==> src/rtl/vpu_alu_div_seq_pkg.sv <==
// rtl/vpu_alu_div_seq_pkg.sv - shared types and defaults for the vector divide sequencer
package vpu_alu_div_seq_pkg;

    localparam int DIV_DATA_WIDTH = 16;
    localparam int DIV_LANES      = 4;

    typedef enum logic [1:0] {
        IDLE,
        LOAD,
        ITER,
        DONE
    } div_seq_state_t;

    // Lane index width, never narrower than one bit so single-lane builds still have a counter.
    function automatic int lane_w(input int lanes);
        return (lanes > 1) ? $clog2(lanes) : 1;
    endfunction

endpackage

==> src/rtl/vpu_alu_div_iter.sv <==
// rtl/vpu_alu_div_iter.sv - one-lane restoring divider step datapath
module vpu_alu_div_iter #(
    parameter int DATA_WIDTH = 16
) (
    input  logic                  clk,
    input  logic                  rst_n,
    input  logic                  clear,
    input  logic                  load,
    input  logic                  step,
    input  logic [DATA_WIDTH-1:0] dividend,
    input  logic [DATA_WIDTH-1:0] divisor,
    output logic [DATA_WIDTH-1:0] rem_next,
    output logic [DATA_WIDTH-1:0] quo_next,
    output logic                  last
);

    localparam int CNT_W = $clog2(DATA_WIDTH);

    logic [DATA_WIDTH-1:0] rem;
    logic [DATA_WIDTH-1:0] quo;
    logic [DATA_WIDTH-1:0] div;
    logic [CNT_W-1:0]      bit_cnt;
    logic [DATA_WIDTH:0]   trial;
    logic                  fits;

    // The trial value keeps the full remainder so divisors above half range stay exact.
    always_comb begin
        trial    = {rem, quo[DATA_WIDTH-1]};
        fits     = trial >= {1'b0, div};
        rem_next = fits ? DATA_WIDTH'(trial - {1'b0, div}) : trial[DATA_WIDTH-1:0];
        quo_next = {quo[DATA_WIDTH-2:0], fits};
    end

    assign last = (bit_cnt == '0);

    always_ff @(posedge clk or negedge rst_n) begin
        if (!rst_n) begin
            rem     <= '0;
            quo     <= '0;
            div     <= '0;
            bit_cnt <= '0;
        end else if (clear) begin
            rem     <= '0;
            quo     <= '0;
            div     <= '0;
            bit_cnt <= '0;
        end else if (load) begin
            rem     <= '0;
            quo     <= dividend;
            div     <= divisor;
            bit_cnt <= CNT_W'(DATA_WIDTH - 1);
        end else if (step) begin
            rem     <= rem_next;
            quo     <= quo_next;
            bit_cnt <= bit_cnt - CNT_W'(1);
        end
    end

endmodule

==> src/rtl/vpu_alu_div_seq.sv <==
// rtl/vpu_alu_div_seq.sv - shares one iterative divider across all vector lanes
module vpu_alu_div_seq
    import vpu_alu_div_seq_pkg::*;
#(
    parameter int DATA_WIDTH = DIV_DATA_WIDTH,
    parameter int LANES      = DIV_LANES
) (
    input  logic                        clk,
    input  logic                        rst_n,
    input  logic                        in_valid,
    output logic                        in_ready,
    input  logic                        rem_sel,
    input  logic [LANES*DATA_WIDTH-1:0] op_0,
    input  logic [LANES*DATA_WIDTH-1:0] op_1,
    input  logic                        flush,
    output logic                        out_valid,
    input  logic                        out_ready,
    output logic [LANES*DATA_WIDTH-1:0] result_o,
    output logic [LANES-1:0]            dz_o,
    output logic                        busy_o
);

    localparam int                LANE_W    = lane_w(LANES);
    localparam logic [LANE_W-1:0] LAST_LANE = LANE_W'(LANES - 1);

    div_seq_state_t              state;
    logic [LANE_W-1:0]           lane;
    logic [LANES*DATA_WIDTH-1:0] dividends;
    logic [LANES*DATA_WIDTH-1:0] divisors;
    logic                        rem_sel_q;
    logic [DATA_WIDTH-1:0]       lane_dividend;
    logic [DATA_WIDTH-1:0]       lane_divisor;
    logic [DATA_WIDTH-1:0]       rem_next;
    logic [DATA_WIDTH-1:0]       quo_next;
    logic [DATA_WIDTH-1:0]       lane_result;
    logic                        last;
    logic                        load_en;
    logic                        step_en;

    assign lane_dividend = dividends[lane*DATA_WIDTH +: DATA_WIDTH];
    assign lane_divisor  = divisors[lane*DATA_WIDTH +: DATA_WIDTH];
    assign load_en       = (state == LOAD);
    assign step_en       = (state == ITER);

    // Zero divisor: remainder mode returns the dividend, quotient mode saturates to all ones.
    always_comb begin
        if (dz_o[lane]) begin
            lane_result = rem_sel_q ? lane_dividend : '1;
        end else begin
            lane_result = rem_sel_q ? rem_next : quo_next;
        end
    end

    vpu_alu_div_iter #(
        .DATA_WIDTH(DATA_WIDTH)
    ) u_iter (
        .clk      (clk),
        .rst_n    (rst_n),
        .clear    (flush),
        .load     (load_en),
        .step     (step_en),
        .dividend (lane_dividend),
        .divisor  (lane_divisor),
        .rem_next (rem_next),
        .quo_next (quo_next),
        .last     (last)
    );

    always_ff @(posedge clk or negedge rst_n) begin
        if (!rst_n) begin
            state     <= IDLE;
            lane      <= '0;
            dividends <= '0;
            divisors  <= '0;
            rem_sel_q <= 1'b0;
            result_o  <= '0;
            dz_o      <= '0;
            in_ready  <= 1'b1;
            out_valid <= 1'b0;
            busy_o    <= 1'b0;
        end else if (flush) begin
            state     <= IDLE;
            lane      <= '0;
            result_o  <= '0;
            dz_o      <= '0;
            in_ready  <= 1'b1;
            out_valid <= 1'b0;
            busy_o    <= 1'b0;
        end else begin
            case (state)
                IDLE: begin
                    if (in_valid && in_ready) begin
                        dividends <= op_0;
                        divisors  <= op_1;
                        rem_sel_q <= rem_sel;
                        result_o  <= '0;
                        dz_o      <= '0;
                        lane      <= '0;
                        in_ready  <= 1'b0;
                        busy_o    <= 1'b1;
                        state     <= LOAD;
                    end
                end
                LOAD: begin
                    if (lane_divisor == '0) begin
                        dz_o[lane] <= 1'b1;
                    end
                    state <= ITER;
                end
                ITER: begin
                    if (last) begin
                        result_o[lane*DATA_WIDTH +: DATA_WIDTH] <= lane_result;
                        if (lane == LAST_LANE) begin
                            out_valid <= 1'b1;
                            state     <= DONE;
                        end else begin
                            lane  <= lane + LANE_W'(1);
                            state <= LOAD;
                        end
                    end
                end
                DONE: begin
                    if (out_ready) begin
                        out_valid <= 1'b0;
                        in_ready  <= 1'b1;
                        busy_o    <= 1'b0;
                        state     <= IDLE;
                    end
                end
                default: state <= IDLE;
            endcase
        end
    end

endmodule

==> config.mk <==
export PLATFORM = sky130hd
export DESIGN_NAME = vpu_alu_div_seq
export DESIGN_NICKNAME = d
export VERILOG_FILES = /design/src/rtl/vpu_alu_div_seq_pkg.sv /design/src/rtl/vpu_alu_div_iter.sv /design/src/rtl/vpu_alu_div_seq.sv
export SDC_FILE = /design/constraint.sdc
export NUM_CORES = 1
export LEC_CHECK = 0
export ABC_AREA = 1
export CORE_MARGIN = 3
export CORE_UTILIZATION = 30
export DETAILED_ROUTE_END_ITERATION = 6
export GPL_TIMING_DRIVEN = 0
export PLACE_DENSITY = 0.6
export RECOVER_POWER = 50
export SKIP_CTS_REPAIR_TIMING = 1
export SYNTH_ARGS = -nofsm -noshare
export SYNTH_HDL_FRONTEND = slang
export SYNTH_SLANG_ARGS = --single-unit
==> constraint.sdc <==
create_clock -name clk -period 2.8 [get_ports clk]
set_clock_uncertainty 0.1 [all_clocks]
set_input_delay 0.56 -clock clk [delete_from_list [all_inputs] [get_ports clk]]
set_output_delay 0.56 -clock clk [all_outputs]
set_load 0.005 [all_outputs]
# Word-level counts from Yosys, hierarchy flattened
# Index checks and enable logic that the tools add are counted.
# totals
reg_bits	256
latch_bits	0
ramBits	0
romBits	0
in_bits	134
word_cells	106
n_memories	0
# classes
n_addsub	4
multipliers	0
div	0
order_cmp	3
eq_ne	10
shifts	4
muxes	51
bitwise_logic	2
reduce_logical	18
# ops
op	n
two-way mux 16 bit	12
two-way mux 64 bit	3
one-hot mux 64 bit (2 select lines)	1
indexed part select 64 x 7 -> 16 bit	2
bitwise mux 64 bit	1
variable shift 16 x 34 -> 64 bit, first input constant	1
indexed part select 16 x 34 -> 64 bit	1
negator 6 -> 34 bit	1
two-way mux 4 bit	6
two-way mux 2 bit	9
>= comparator 17 x 16 -> 1 bit	1
zero test 16 bit	1
subtractor 16 bit	1
AND reduction 3 bit	5
nonzero test 3 bit	5
!= test 3 bit, second input constant	4
two-way mux 1 bit	11
one-hot mux 2 bit (4 select lines)	1
one-hot mux 4 bit (2 select lines)	1
AND reduction 4 bit	2
== test 2 bit, second input constant	3
!= test 3 x 2 -> 1 bit, second input constant	2
one-hot mux 1 bit (2 select lines)	3
zero test 4 bit	1
13 further kinds	14

# Depth between registers and ports, before layout
# depth
depth_word	9
ltp_mapped	17
ltp_nobuf	17

# Hierarchy
# A second synthesis with hierarchy kept.
# hier_totals
cells_unflattened	1799
area_unflattened_um2	13566.8
# by_module_without_submodules
mod	n_inst	cells_per_inst	area_per_inst_um2
vpu_alu_div_seq	1	1268	9815.7
vpu_alu_div_iter	1	531	3751.1

# Worst setup path before layout
# Ideal clock, no wire load.
# synth_path
path_type	flip-flop to flip-flop
start	reg lane[1]
end	reg result_o[38]
setup_time_ns	0.083
arrival_time_ns	2.246
required_ns	2.617
path_slack_ns	0.372
path_stages_with_launch	14
path_buffers	4
period_less_slack_ns	2.428
path_cell_list	dfrtp_1 clkinv_1 buf_2 buf_1 ha_1 inv_1 nor2_1 inv_1 nor2_1 and3_1 buf_4 buf_6 nand4_1 o21ai_0
# synth_between
elab_chain_cells	8
elab_cells_between_ends	12
classes_between	add/sub: 1; shift: 3; mux: 8
# synth_lines
element	line_no	source
start: declaration	vpu_alu_div_seq.sv:27	logic [LANE_W-1:0] lane;
start signal: assignment	vpu_alu_div_seq.sv:117	lane <= lane + LANE_W'(1);
indexed part select 64 x 7 -> 16 bit or binary-select mux 1 bit (select 2 bit) (tied branches)	vpu_alu_div_seq.sv:40, vpu_alu_div_seq.sv:47	
two-way mux 16 bit or two-way mux 1 bit (tied branches)	vpu_alu_div_seq.sv:48, vpu_alu_div_seq.sv:47	
two-way mux 16 bit	vpu_alu_div_seq.sv:47	if (dz_o[lane]) begin
indexed part select 16 x 34 -> 64 bit	vpu_alu_div_seq.sv:112	result_o[lane*DATA_WIDTH +: DATA_WIDTH] <= lane_result;
bitwise mux 64 bit *	vpu_alu_div_seq.sv:112	
two-way mux 64 bit *	vpu_alu_div_seq.sv:111	if (last) begin
one-hot mux 64 bit (2 select lines) *	vpu_alu_div_seq.sv:90	case (state)
two-way mux 64 bit *	vpu_alu_div_seq.sv:81	end else if (flush) begin
end signal: indexed assignment	vpu_alu_div_seq.sv:112	
end: declaration	vpu_alu_div_seq.sv:18	output logic [LANES*DATA_WIDTH-1:0] result_o,
# Every way passes the cells marked *; elsewhere a longest branch is shown, timed or not. The select of a mux whose other input is x is not followed.
# A chain may end at the register's enable or synchronous reset.

# Worst setup path in the final report
# layout_path
start	reg lane[1]
end	reg result_o[41]
# The elaborated chain is that of the path after synthesis.

==> impl_metrics.env <==
export IMPL_critPathMaxStageDelay_ns=0.45
export IMPL_tns_ns=0
export IMPL_path_max_fanout=11
export IMPL_worstPathRequired_ns=3.16
export IMPL_synth_top_cell_area_share_pct=50.4
export IMPL_avgSynthCellArea_sq_um=7.65
export IMPL_numCtsBuffers=29
export IMPL_dr_first_iter_drc_count=861
export IMPL_grt_ovfl_total=0
export IMPL_die_y_microns=211
export IMPL_rrSetupSlack_ns=0.15
export IMPL_cp_start_kind="register"
export IMPL_min_delay_path_depth=2
export IMPL_rows=74
export IMPL_port_buffers=204
export IMPL_grt_pass1_wl_mm=66.9
export IMPL_cp_slowest_cell="dfrtp_2"
export IMPL_path_buf_inv=7
export IMPL_fillers=4202
export IMPL_arrival_ns=3.01
export IMPL_num_vias=11900
export IMPL_drt_pre_antenna_iters=5
export IMPL_ant_nets=0
export IMPL_fin_crit_sh_pct=94.6
export IMPL_ff_latch_area_sq_um=6410
export IMPL_antenna_found_initial=0
export IMPL_finalNetCount=2061
export IMPL_critical_path_class="reg -> reg"
export IMPL_drv_slew=0
export IMPL_grt_max_degree=123
export IMPL_layout_drive_gt1_share_pct=7.68
export IMPL_core_area_sq_um=41300
export IMPL_syn_nets=1811
export IMPL_yosysWarningCount=0
export IMPL_r2r_end="result_o[41]"
export IMPL_clk_latency_ns=0.56
export IMPL_endpoint="result_o[41]"
export IMPL_worstPathCellList="clkinvlp_4, buf_4, buf_4, ha_4, inv_1, nor2_1, inv_1, nor2_1, and3_1, buf_4, buf_6, nand4_1, o21ai_0"
export IMPL_final_common_cell="nand2_1"
export IMPL_fin_crit_ns=2.65
export IMPL_r2r_cells=13
export IMPL_fin_cells=2460
export IMPL_dieArea_sq_um=44700
export IMPL_critical_path_startpoint="lane[1]"
export IMPL_leakage_nw=8.26
export IMPL_cpLargestDelayFamily="buffers and inverters"
export IMPL_dpl_hpwl_mm=33.1
export IMPL_setup_viol=0
export IMPL_min_path_type="reg -> reg"
export IMPL_fmax_ghz=0.378
export IMPL_via_per_inst=4.85
export IMPL_r2r_start="lane[1]"
export IMPL_post_route_drc_count=0
export IMPL_syn_area_sq_um=12700
export IMPL_cts_tree="built"
export IMPL_grt_pass1_vias=11900
export IMPL_ioPinCount=205
export IMPL_powerDensity_nw_per_um2=1210
export IMPL_slew_headroom_pct=21.8
export IMPL_timing_final_hold_violations=0
export IMPL_syn_inst=1655
export IMPL_crit_path_end_kind="register"
export IMPL_synth_distinct_cells=41
export IMPL_yosysTopAreaCell="dfrtp_1"
export IMPL_path_clk_slew_ns=0.06
export IMPL_syn_to_final_growth_pct=32.2
export IMPL_rsz0062_at_grt="yes"
export IMPL_initial_core_util_pct=30.7
export IMPL_cpMostUsedCell="buf_4"
export IMPL_gp_congestion=0.877
export IMPL_cp_depth=13
export IMPL_synth_seq_cells=256
export IMPL_status="finished, final reports clean"
export IMPL_cap_violations=0
export IMPL_synthTopCellsByArea="dfrtp_1, nand2_1, nand3_1"
export IMPL_tightestPinTransition_ns=1.17
export IMPL_multiInputGateArea_sq_um=5600
export IMPL_ir_worst_vdd_mv=0.986
export IMPL_dp_cells=2393
export IMPL_cts_sinks=256
export IMPL_wirelength_mm=43.2
export IMPL_die_w_microns=211
export IMPL_clockBufferDepth=3
export IMPL_ys_seq_area_share_pct=50.6
export IMPL_h_tree_depth=1
export IMPL_cts_root_buf="clkbuf_16"
export IMPL_track_usage_pct=19.1
export IMPL_routedWlPerCell_microns=17.6
export IMPL_final_cell_mix="nand2_1, dfrtp_1, clkdlybuf4s50_1"
[per-stage QoR]
step           util [%]  total power, mW  instance area, sq um  setup slack (ns)  hold WS (ns)
5_1_grt            40.5             21.9                 16700           -0.0183         0.391
4_1_cts            39.8             19.3                 16400            -0.705        -0.185
2_1_floorplan         -             12.1                 12700             0.372         0.164
6_report           40.5             20.2                 16700             0.151         0.374
3_5_place_dp       37.4             15.2                 15400            -0.674         0.366
3_3_place_gp       37.2             15.2                 15400            -10.18         0.364
[worst min-delay path by stage]
stage             startpoint             to  slack [ns]
3_5_place_dp   dividends[61]  dividends[61]        0.37
6_report         result_o[9]    result_o[9]        0.37
3_3_place_gp   dividends[48]  dividends[48]        0.36
4_1_cts                rst_n   divisors[14]       -0.19
2_1_floorplan          rst_n         busy_o        0.16
5_1_grt         divisors[55]   divisors[55]        0.39
[logic make-up (layout without fill, tap and decap cells)]
group                      Yosys count  in the layout  share of synthesized area [%]
buffers and inverters              211            482                           6.64
DFF                                256            256                           50.6
other                                0              2                              0
xor gates and xnor gates             8              8                          0.554
adders and majority gates           22             22                           2.23
and+or+nand+nor                    955            955                           30.7
AOI/OAI and AO/OA                  203            203                           9.26
[cells in the mapped netlist]
cell type    n
nand2_1    760
dfrtp_1    255
inv_1      122
nand3_1    112
o21ai_0     99
a21oi_1     53
clkbuf_1    43
nand4_1     37
nor2_1      29
buf_2       24
ha_1        21
a32o_1      19
o22ai_1     17
buf_1       12
xnor2_1      7
inv_2        4
clkinv_1     3
nand2_2      3
nand3b_1     3
nor2_2       3
o21ai_1      3
o221ai_1     3
and2_1       2
buf_6        2
nor3_1       2
o21bai_1     2
a21oi_2      1
a22oi_1      1
a32oi_1      1
a41oi_1      1
and3_1       1
buf_4        1
dfstp_2      1
fa_1         1
nand3_2      1
nor2_4       1
nor4_4       1
o2111ai_1    1
o21a_1       1
o21ai_2      1
xor2_1       1
[state kept, by name, indices dropped and copies added (netlist names)]
signal and cells:
lane 2, u_iter.rem 16, in_ready 1, u_iter.div 16, result_o 64, state 2
busy_o 1, divisors 64, u_iter.bit_cnt 4, out_valid 1, rem_sel_q 1, u_iter.quo 16
dz_o 4, dividends 64
[cell type report]
type / count / area share (%)
flip-flops and latches: 256 / 38.3
multi-input cells: 1188 / 33.5
repair buffers: 219 / 13.0
clock buffers: 44 / 5.21
well taps: 532 / 3.98
inverters: 129 / 2.92
plain buffers: 82 / 2.30
clock inverters: 8 / 0.770
diodes: 2 / 0.0299
[where the power goes]
group	switching [mW]	internal (mW)	leakage [nW]	total [mW]
clock network	1.54	2.41	0.488	3.96
logic	7.17	3.72	4.44	10.9
registers	0.625	4.70	3.33	5.32
total	9.34	10.8	8.26	20.2
[metal layers]
layer / GRT usage (%) / vias to the layer above / share of wire (%)
li1: - / 5820 / -
met5: 0 / - / 0
met1: 27.4 / 5643 / 46
met3: 2.64 / 66 / 6.1
met2: 30.3 / 403 / 45
met4: 5.10 / 0 / 2.9
[worst min-delay path, cell delays in order, from the launching register on]
cell and delay [ns]:
dfrtp_1 0.33, nand2_1 0.05, nand2_1 0.06
Power figures use the tool's default switching activity.
